===== config.mk =====
export PLATFORM = sky130hd
export DESIGN_NAME = axi4_rd_burst_to_stream
export DESIGN_NICKNAME = d
export VERILOG_FILES = /design/src/rtl/axi4_rd_burst_to_stream.sv
export SDC_FILE = /design/constraint.sdc
export NUM_CORES = 1
export LEC_CHECK = 0
export ABC_AREA = 1
export CORE_AREA = 2 2 161 163
export CTS_BUF_LIST = sky130_fd_sc_hd__clkbuf_16
export DETAILED_ROUTE_END_ITERATION = 8
export DIE_AREA = 0 0 163 165
export DONT_BUFFER_PORTS = 1
export GPL_TIMING_DRIVEN = 0
export PLACE_DENSITY_LB_ADDON = 0.05
export SLEW_MARGIN = 20
export SYNTH_ARGS = -nofsm -noshare
export SYNTH_HDL_FRONTEND = slang
export SYNTH_SLANG_ARGS = --single-unit

===== constraint.sdc =====
create_clock -name clk_i -period 11.3 [get_ports clk_i]
set_clock_uncertainty 0.05 [all_clocks]
set_input_delay 2.825 -clock clk_i [delete_from_list [all_inputs] [get_ports clk_i]]
set_output_delay 2.825 -clock clk_i [all_outputs]
set_load 0.005 [all_outputs]

===== src/rtl/axi4_rd_burst_to_stream.sv =====
// axi4_rd_burst_to_stream
//   Frame-buffer read-side fetcher. Reads a byte-sized packet from memory over
//   the AXI4 read channel and emits it as a single AXI4-Stream packet. Bursts
//   are capped at MAX_BURST_LEN beats, split at 4 KB boundaries, and up to
//   MAX_OUTSTANDING bursts may be in flight at once. All bursts use one ID, so
//   data returns in address order.
//
// Optional feature: define FB_RD_RRESP_CHECK_EN to capture non-OKAY RRESP
//   into the sticky err_o flag. The flag clears on the next accepted start.
//   Without the macro, err_o is tied low and rresp is ignored.
//
// Ports
//   clk_i, rst_i      clock, synchronous active-high reset
//   pkt_size_i        packet size in bytes, sampled with rd_stb_i
//   addr_i            start byte address (low bits forced to word alignment)
//   rd_stb_i          start request, honoured only while idle
//   busy_o            packet in progress
//   err_o             sticky read-error flag
//   pkt_o_*           AXI4-Stream master (tdata/tkeep/tstrb/tlast/tvalid/tready/tuser/tdest)
//   mem_o_ar*/r*      AXI4 read address / read data channels
//   mem_o_aw*/w*/b*   AXI4 write channels, tied off

module axi4_rd_burst_to_stream #(
    parameter int DATA_WIDTH         = 64,
    parameter int ADDR_WIDTH         = 32,
    parameter int ID_WIDTH           = 1,
    parameter int AWUSER_WIDTH       = 1,
    parameter int WUSER_WIDTH        = 1,
    parameter int ARUSER_WIDTH       = 1,
    parameter int TUSER_WIDTH        = 1,
    parameter int TDEST_WIDTH        = 1,
    parameter int MAX_PKT_SIZE_B     = 2048,
    parameter int MAX_PKT_SIZE_WIDTH = $clog2(MAX_PKT_SIZE_B) + 1,
    parameter int MAX_BURST_LEN      = 256,
    parameter int MAX_OUTSTANDING    = 4
) (
    input  logic                          clk_i,
    input  logic                          rst_i,
    input  logic [MAX_PKT_SIZE_WIDTH-1:0] pkt_size_i,
    input  logic [ADDR_WIDTH-1:0]         addr_i,
    input  logic                          rd_stb_i,
    output logic                          busy_o,
    output logic                          err_o,
    // stream master
    output logic [DATA_WIDTH-1:0]         pkt_o_tdata,
    output logic [DATA_WIDTH/8-1:0]       pkt_o_tkeep,
    output logic [DATA_WIDTH/8-1:0]       pkt_o_tstrb,
    output logic                          pkt_o_tlast,
    output logic                          pkt_o_tvalid,
    input  logic                          pkt_o_tready,
    output logic [TUSER_WIDTH-1:0]        pkt_o_tuser,
    output logic [TDEST_WIDTH-1:0]        pkt_o_tdest,
    // read address channel
    output logic                          mem_o_arvalid,
    input  logic                          mem_o_arready,
    output logic [ID_WIDTH-1:0]           mem_o_arid,
    output logic [ADDR_WIDTH-1:0]         mem_o_araddr,
    output logic [7:0]                    mem_o_arlen,
    output logic [2:0]                    mem_o_arsize,
    output logic [1:0]                    mem_o_arburst,
    output logic                          mem_o_arlock,
    output logic [3:0]                    mem_o_arcache,
    output logic [2:0]                    mem_o_arprot,
    output logic [3:0]                    mem_o_arqos,
    output logic [3:0]                    mem_o_arregion,
    output logic [ARUSER_WIDTH-1:0]       mem_o_aruser,
    // read data channel
    input  logic                          mem_o_rvalid,
    output logic                          mem_o_rready,
    input  logic [ID_WIDTH-1:0]           mem_o_rid,
    input  logic [DATA_WIDTH-1:0]         mem_o_rdata,
    input  logic [1:0]                    mem_o_rresp,
    input  logic                          mem_o_rlast,
    // write channels (unused)
    output logic                          mem_o_awvalid,
    input  logic                          mem_o_awready,
    output logic [ID_WIDTH-1:0]           mem_o_awid,
    output logic [ADDR_WIDTH-1:0]         mem_o_awaddr,
    output logic [7:0]                    mem_o_awlen,
    output logic [2:0]                    mem_o_awsize,
    output logic [1:0]                    mem_o_awburst,
    output logic                          mem_o_awlock,
    output logic [3:0]                    mem_o_awcache,
    output logic [2:0]                    mem_o_awprot,
    output logic [3:0]                    mem_o_awqos,
    output logic [3:0]                    mem_o_awregion,
    output logic [AWUSER_WIDTH-1:0]       mem_o_awuser,
    output logic                          mem_o_wvalid,
    input  logic                          mem_o_wready,
    output logic [DATA_WIDTH-1:0]         mem_o_wdata,
    output logic [DATA_WIDTH/8-1:0]       mem_o_wstrb,
    output logic                          mem_o_wlast,
    output logic [WUSER_WIDTH-1:0]        mem_o_wuser,
    input  logic                          mem_o_bvalid,
    output logic                          mem_o_bready,
    input  logic [ID_WIDTH-1:0]           mem_o_bid,
    input  logic [1:0]                    mem_o_bresp
);

    // state  | meaning
    // IDLE_S | waiting for a non-zero-size rd_stb_i
    // RUN_S  | issuing ARs and forwarding R beats until the final word
    localparam int B     = DATA_WIDTH / 8;
    localparam int W     = $clog2(B);
    localparam int OUT_W = $clog2(MAX_OUTSTANDING + 1);
    localparam int CNT_W = MAX_PKT_SIZE_WIDTH;

    typedef enum logic {IDLE_S, RUN_S} state_t;

    state_t                r_state, w_state_nxt;
    logic [CNT_W-1:0]      r_ar_words_left, r_r_words_left;
    logic [ADDR_WIDTH-1:0] r_ar_addr, r_araddr;
    logic [7:0]            r_arlen;
    logic                  r_arvalid;
    logic [OUT_W-1:0]      r_outstanding;
    logic [B-1:0]          r_last_keep;

    logic                  w_start, w_ar_hs, w_r_hs, w_rlast_hs, w_last_word, w_done, w_ar_go;
    logic [CNT_W-1:0]      w_words, w_ar_words_nxt;
    logic [ADDR_WIDTH-1:0] w_addr_aligned, w_ar_addr_nxt;
    logic [OUT_W-1:0]      w_out_nxt;
    logic [31:0]           w_rem, w_bound, w_n;
    logic [B-1:0]          w_keep;

    assign w_start        = (r_state == IDLE_S) && rd_stb_i && (pkt_size_i != '0);
    assign w_ar_hs        = r_arvalid && mem_o_arready;
    assign w_r_hs         = (r_state == RUN_S) && mem_o_rvalid && pkt_o_tready;
    assign w_rlast_hs     = w_r_hs && mem_o_rlast;
    assign w_last_word    = (r_r_words_left == CNT_W'(1));
    assign w_done         = w_r_hs && w_last_word;
    assign w_words        = CNT_W'((32'(pkt_size_i) + 32'(B - 1)) >> W);
    assign w_addr_aligned = addr_i & ~ADDR_WIDTH'(B - 1);
    assign w_rem          = 32'(pkt_size_i) & 32'(B - 1);

    always_comb begin
        w_keep = '1;
        if (w_rem != 32'd0) begin
            for (int i = 0; i < B; i++) begin
                w_keep[i] = (32'(i) < w_rem);
            end
        end
    end

    always_ff @(posedge clk_i) begin
        if (rst_i) begin
            r_state <= IDLE_S;
        end else begin
            r_state <= w_state_nxt;
        end
    end

    always_comb begin
        w_state_nxt = r_state;
        case (r_state)
            IDLE_S:  if (w_start) w_state_nxt = RUN_S;
            RUN_S:   if (w_done)  w_state_nxt = IDLE_S;
            default: w_state_nxt = IDLE_S;
        endcase
    end

    // Next burst pointer and in-flight count, as they will be after this edge.
    // The registered AR fields are loaded from these so a new burst is
    // presented the cycle after the previous one is accepted.
    always_comb begin
        w_ar_addr_nxt  = r_ar_addr;
        w_ar_words_nxt = r_ar_words_left;
        if (w_start) begin
            w_ar_addr_nxt  = w_addr_aligned;
            w_ar_words_nxt = w_words;
        end else if (w_ar_hs) begin
            w_ar_addr_nxt  = r_ar_addr + ADDR_WIDTH'((32'(r_arlen) + 32'd1) << W);
            w_ar_words_nxt = r_ar_words_left - CNT_W'(32'(r_arlen) + 32'd1);
        end

        w_out_nxt = r_outstanding;
        if (w_ar_hs && !w_rlast_hs) begin
            w_out_nxt = r_outstanding + OUT_W'(1);
        end else if (!w_ar_hs && w_rlast_hs) begin
            w_out_nxt = r_outstanding - OUT_W'(1);
        end

        // Beats left before the next 4 KB boundary.
        w_bound = (32'd4096 - 32'(w_ar_addr_nxt[11:0])) >> W;
        w_n     = 32'(w_ar_words_nxt);
        if (w_n > 32'(MAX_BURST_LEN)) w_n = 32'(MAX_BURST_LEN);
        if (w_n > w_bound)            w_n = w_bound;

        w_ar_go = (w_state_nxt == RUN_S) && (w_ar_words_nxt != '0) &&
                  (w_out_nxt < OUT_W'(MAX_OUTSTANDING));
    end

    always_ff @(posedge clk_i) begin
        if (rst_i) begin
            r_ar_addr       <= '0;
            r_ar_words_left <= '0;
            r_r_words_left  <= '0;
            r_outstanding   <= '0;
            r_last_keep     <= '0;
            r_arvalid       <= 1'b0;
            r_araddr        <= '0;
            r_arlen         <= '0;
        end else begin
            r_ar_addr       <= w_ar_addr_nxt;
            r_ar_words_left <= w_ar_words_nxt;
            r_outstanding   <= w_out_nxt;
            if (w_start) begin
                r_r_words_left <= w_words;
                r_last_keep    <= w_keep;
            end else if (w_r_hs) begin
                r_r_words_left <= r_r_words_left - CNT_W'(1);
            end
            // AR fields only move when nothing is pending on the channel.
            if (!r_arvalid || w_ar_hs) begin
                r_arvalid <= w_ar_go;
                if (w_ar_go) begin
                    r_araddr <= w_ar_addr_nxt;
                    r_arlen  <= 8'(w_n - 32'd1);
                end
            end
        end
    end

`ifdef FB_RD_RRESP_CHECK_EN
    logic r_err;
    always_ff @(posedge clk_i) begin
        if (rst_i) begin
            r_err <= 1'b0;
        end else if (w_start) begin
            r_err <= 1'b0;
        end else if (w_r_hs && (mem_o_rresp != 2'b00)) begin
            r_err <= 1'b1;
        end
    end
    assign err_o = r_err;
    logic w_unused_in;
    assign w_unused_in = ^{mem_o_rid, mem_o_awready, mem_o_wready, mem_o_bvalid,
                           mem_o_bid, mem_o_bresp};
`else
    assign err_o = 1'b0;
    logic w_unused_in;
    assign w_unused_in = ^{mem_o_rid, mem_o_rresp, mem_o_awready, mem_o_wready,
                           mem_o_bvalid, mem_o_bid, mem_o_bresp};
`endif

    assign busy_o = (r_state == RUN_S);

    // Stream side is a straight wire-through of R; only tlast/tkeep are added.
    assign pkt_o_tdata  = mem_o_rdata;
    assign pkt_o_tvalid = mem_o_rvalid;
    assign mem_o_rready = pkt_o_tready;
    assign pkt_o_tlast  = w_last_word;
    assign pkt_o_tkeep  = w_last_word ? r_last_keep : '1;
    assign pkt_o_tstrb  = pkt_o_tkeep;
    assign pkt_o_tuser  = '0;
    assign pkt_o_tdest  = '0;

    assign mem_o_arvalid  = r_arvalid;
    assign mem_o_araddr   = r_araddr;
    assign mem_o_arlen    = r_arlen;
    assign mem_o_arsize   = 3'(W);
    assign mem_o_arburst  = 2'b01;
    assign mem_o_arid     = '0;
    assign mem_o_arlock   = 1'b0;
    assign mem_o_arcache  = '0;
    assign mem_o_arprot   = '0;
    assign mem_o_arqos    = '0;
    assign mem_o_arregion = '0;
    assign mem_o_aruser   = '0;

    assign mem_o_awvalid  = 1'b0;
    assign mem_o_awid     = '0;
    assign mem_o_awaddr   = '0;
    assign mem_o_awlen    = '0;
    assign mem_o_awsize   = '0;
    assign mem_o_awburst  = '0;
    assign mem_o_awlock   = 1'b0;
    assign mem_o_awcache  = '0;
    assign mem_o_awprot   = '0;
    assign mem_o_awqos    = '0;
    assign mem_o_awregion = '0;
    assign mem_o_awuser   = '0;
    assign mem_o_wvalid   = 1'b0;
    assign mem_o_wdata    = '0;
    assign mem_o_wstrb    = '0;
    assign mem_o_wlast    = 1'b0;
    assign mem_o_wuser    = '0;
    assign mem_o_bready   = 1'b1;

endmodule

==> out/metrics.csv <==
stage;metric;value;unit
status;outcome;complete, no violations;
job;Max Cap Viol;0;
placement;RePlAce Congestion;0.8674;
clock_network;CTS Hold Bufs;0;
routing;vias per inst;4.316;
yosys;flip-flop and latch count after synthesis;109;
floorplan;num ports;415;
floorplan;die width;163;um
clock_network;CTS tree;done;
worst_setup_path;most used cell, CP;nand2_1;
global_route;initial antenna violation count;0;
timing;crit path time final;7.093;ns
worst_setup_path;critical path class;in2reg;
yosys;prevailing post-synth register cell;dfxtp_1;
yosys;most common cell in the netlist;nand2_1;
routing;wire per inst;14.32;um
floorplan;Core Rows;58;
global_route;vias in the first global route;6989;
finish;share of post-route cells with drive strength above 1;21.86;%
floorplan;die height;165;um
worst_setup_path;Critical Path End Type;flop;
global_route;pin count of the biggest net entering global routing;22;
worst_setup_path;slowest cell delay on critical path;0.55;ns
finish;Diodes inserted;0;
yosys;synthesized area;8935;um^2
floorplan;die area;26900;um^2
worst_setup_path;Reg2Reg Depth;35;
clock_network;setup bufs post-CTS;0;
clock_network;Resized Gates After CTS;0;
pwr;Power Total;1.411;mW
worst_setup_path;r2r startpoint;mem_o_arlen[0];
timing;Final TNS setup;0;ns
worst_setup_path;Critical Path AT;7.31;ns
timing;Hold Vio Cnt, Final;0;
worst_setup_path;endpoint of the worst register-to-register path;mem_o_arlen[4];
routing;DRC violation count after routing;0;
timing;Slew @ Worst Pin;0.8298;ns
yosys;area leader, netlist;dfxtp_1;
yosys;top-area cell type share of the netlist area;24.42;%
finish;Finished Core Util;41.10;%
floorplan;CORE AREA;25040;um^2
hold_path;min-delay src;r_ar_addr[0];
clock_network;clock buffer count from CTS;9;
yosys;Post-synth EDFFs;0;
clock_network;Worst-path clk slew;0.08;ns
timing;relative slew slack;44.68;%
routing;Final ANT Viol Nets;0;
worst_setup_path;Critical-path top delay cell;buf_1;
yosys;Seq/Total Area, Yosys;24.42;%
placement;DP HPWL;21510;um
global_route;gr usage total;18.95;%
yosys;Synth top cells by count;nand2_1 (251), buf_4 (241), inv_1 (155);
clock_network;clk buf depth;2;
worst_setup_path;Required @ worst endpoint;11.52;ns
yosys;cells taking the most area after synthesis;dfxtp_1 (24%), buf_4 (20%), nand2_1 (11%);
timing;fmax;141.0;MHz
routing;number of DRC markers in iteration 0;274;
routing;total iterations of the first detailed-routing run;4;
finish;nets;1662;
timing;Final Cycle Share;62.77;%
timing;Final Setup Violations;0;
pwr;Max VDD drop;0.00007146;V
routing;vias post-DR;7919;
global_route;first-pass GRT wire length;39070;um
clock_network;worst skew pair latency;0.38;ns
pwr;Static Leak;5.496;nW
floorplan;Initial Util;35.69;%
finish;Layout area overhead;15.17;%
yosys;Cells after Synth;1324;
yosys;Async S/R FF share, synth;0;%
clock_network;Sink Count;109;
hold_path;hold endpoint;r_ar_addr[0];
clock_network;clk root buf;clkbuf_16;
hold_path;hold path depth;2;
placement;I/O Buffers;0;
worst_setup_path;internal reg-to-reg setup slack;5.60;ns
yosys;syn_area_per_cell;6.748;um^2
global_route;grt total ovfl;0;
pwr;power density of the placed cells;137.2;nW/um^2
hold_path;worst hold path class;reg2reg;
clock_network;htree depth;3;
routing;final wirelength;26280;um
yosys;yosys warns;0;
worst_setup_path;CP startpoint kind;input pin;
yosys;Distinct cells, synth;51;
timing;fin. max-slew vios;0;
timing;RSZ-0062 raised after global routing;false;
worst_setup_path;CP Max Fanout;10;
[flip-flops by register name, summed over array words and instances, names as in the netlist]
name and flops:
busy_o 1, r_outstanding 3, r_r_words_left 12, r_last_keep 8, mem_o_arlen 8, r_ar_words_left 12, mem_o_arvalid 1, r_ar_addr 32
mem_o_araddr 32
[power by group]
group          switching (mW)  internal (mW)  leakage (nW)  total (mW)
sequential             0.0434          0.433         0.901       0.476
combinational           0.357          0.222          4.44       0.579
clock                   0.175          0.181         0.159       0.356
total                   0.576          0.836          5.50        1.41
[routing by layer]
metal | global-route usage, % | routed length (um)
met3 | 3.315 | 1830
met5 | 0 | 0
met1 | 24.29 | 11560
met2 | 32.65 | 12420
met4 | 5.390 | 467
[critical path, delay by kind of cell]
kind,cells,cell delay [ns]
AOI/OAI and AO/OA,8,1.21
adders and majority gates,2,0.45
buffers and inverters,7,1.30
and+or+nand+nor,13,1.49
[layout make-up]
cell class	count	area, um^2
buffer	274	2011
tap	330	412.9
fill	2694	14750
clock buffer	9	225.2
inverter	163	611.8
sequential	109	2182
multi-input combinational	943	4750
clock inverter	7	97.59
[cells in the final DEF, fill, tap and decap left out, types with 3 or more instances in the layout]
cell type  count
o21ai_0       54
a31oi_1        9
nor2_4         3
or2_2          7
o31ai_1        4
o21ai_1       18
clkbuf_1      18
nand2_2       14
nand4_1       17
nand3b_1       4
a21oi_1       77
xnor2_1        9
nor2_2         7
dfxtp_1      109
nand2_4        3
nor4_1         4
conb_1       167
ha_1          36
o211ai_1       4
o22ai_1        5
nand3_2        7
buf_6         10
inv_8          3
nor2_1       110
a221oi_1       4
nand2_1      251
buf_1          3
nand3_1       74
o21ai_2        6
xor2_1        13
nor3_1        14
inv_1        155
inv_2          6
clkbuf_16      9
buf_4        241
[cell families after synthesis]
| group | after synthesis | synth area share (%) |
|---|---|---|
| xor+xnor | 22 | 2.157 |
| flops | 109 | 24.42 |
| fa+ha+maj | 38 | 5.489 |
| buf+inv | 437 | 29.35 |
| other cells | 2 | 0.08405 |
| compound gates | 192 | 11.96 |
| simple gates | 524 | 26.54 |
[how the worst max path moves through the flow]
stage / start / to / slack [ns] / depth (start not counted)
global placement: mem_o_arready / mem_o_arlen[4] / 3.83 / 30
detailed placement: mem_o_arready / mem_o_arlen[4] / 3.89 / 30
floorplan: pkt_size_i[2] / mem_o_arlen[4] / 4.98 / 33
global route: mem_o_arready / mem_o_arlen[4] / 3.67 / 30
finish: mem_o_arready / mem_o_arlen[4] / 4.21 / 30
CTS: mem_o_arready / mem_o_arlen[4] / 4.27 / 30
[per-stage QoR]
step	setup slack [ns]	cells	cell area (um^2)	hold slack [ns]
5_1_grt	3.667	1835	10290	0.4322
3_5_place_dp	3.892	1819	9967	0.3897
6_report	4.207	1835	10290	0.4029
3_3_place_gp	3.834	1819	9967	0.3852
2_1_floorplan	4.975	1489	9554	0.3719
4_1_cts	4.272	1835	10290	0.4012
Note: power is estimated with default switching activity, not from simulation.
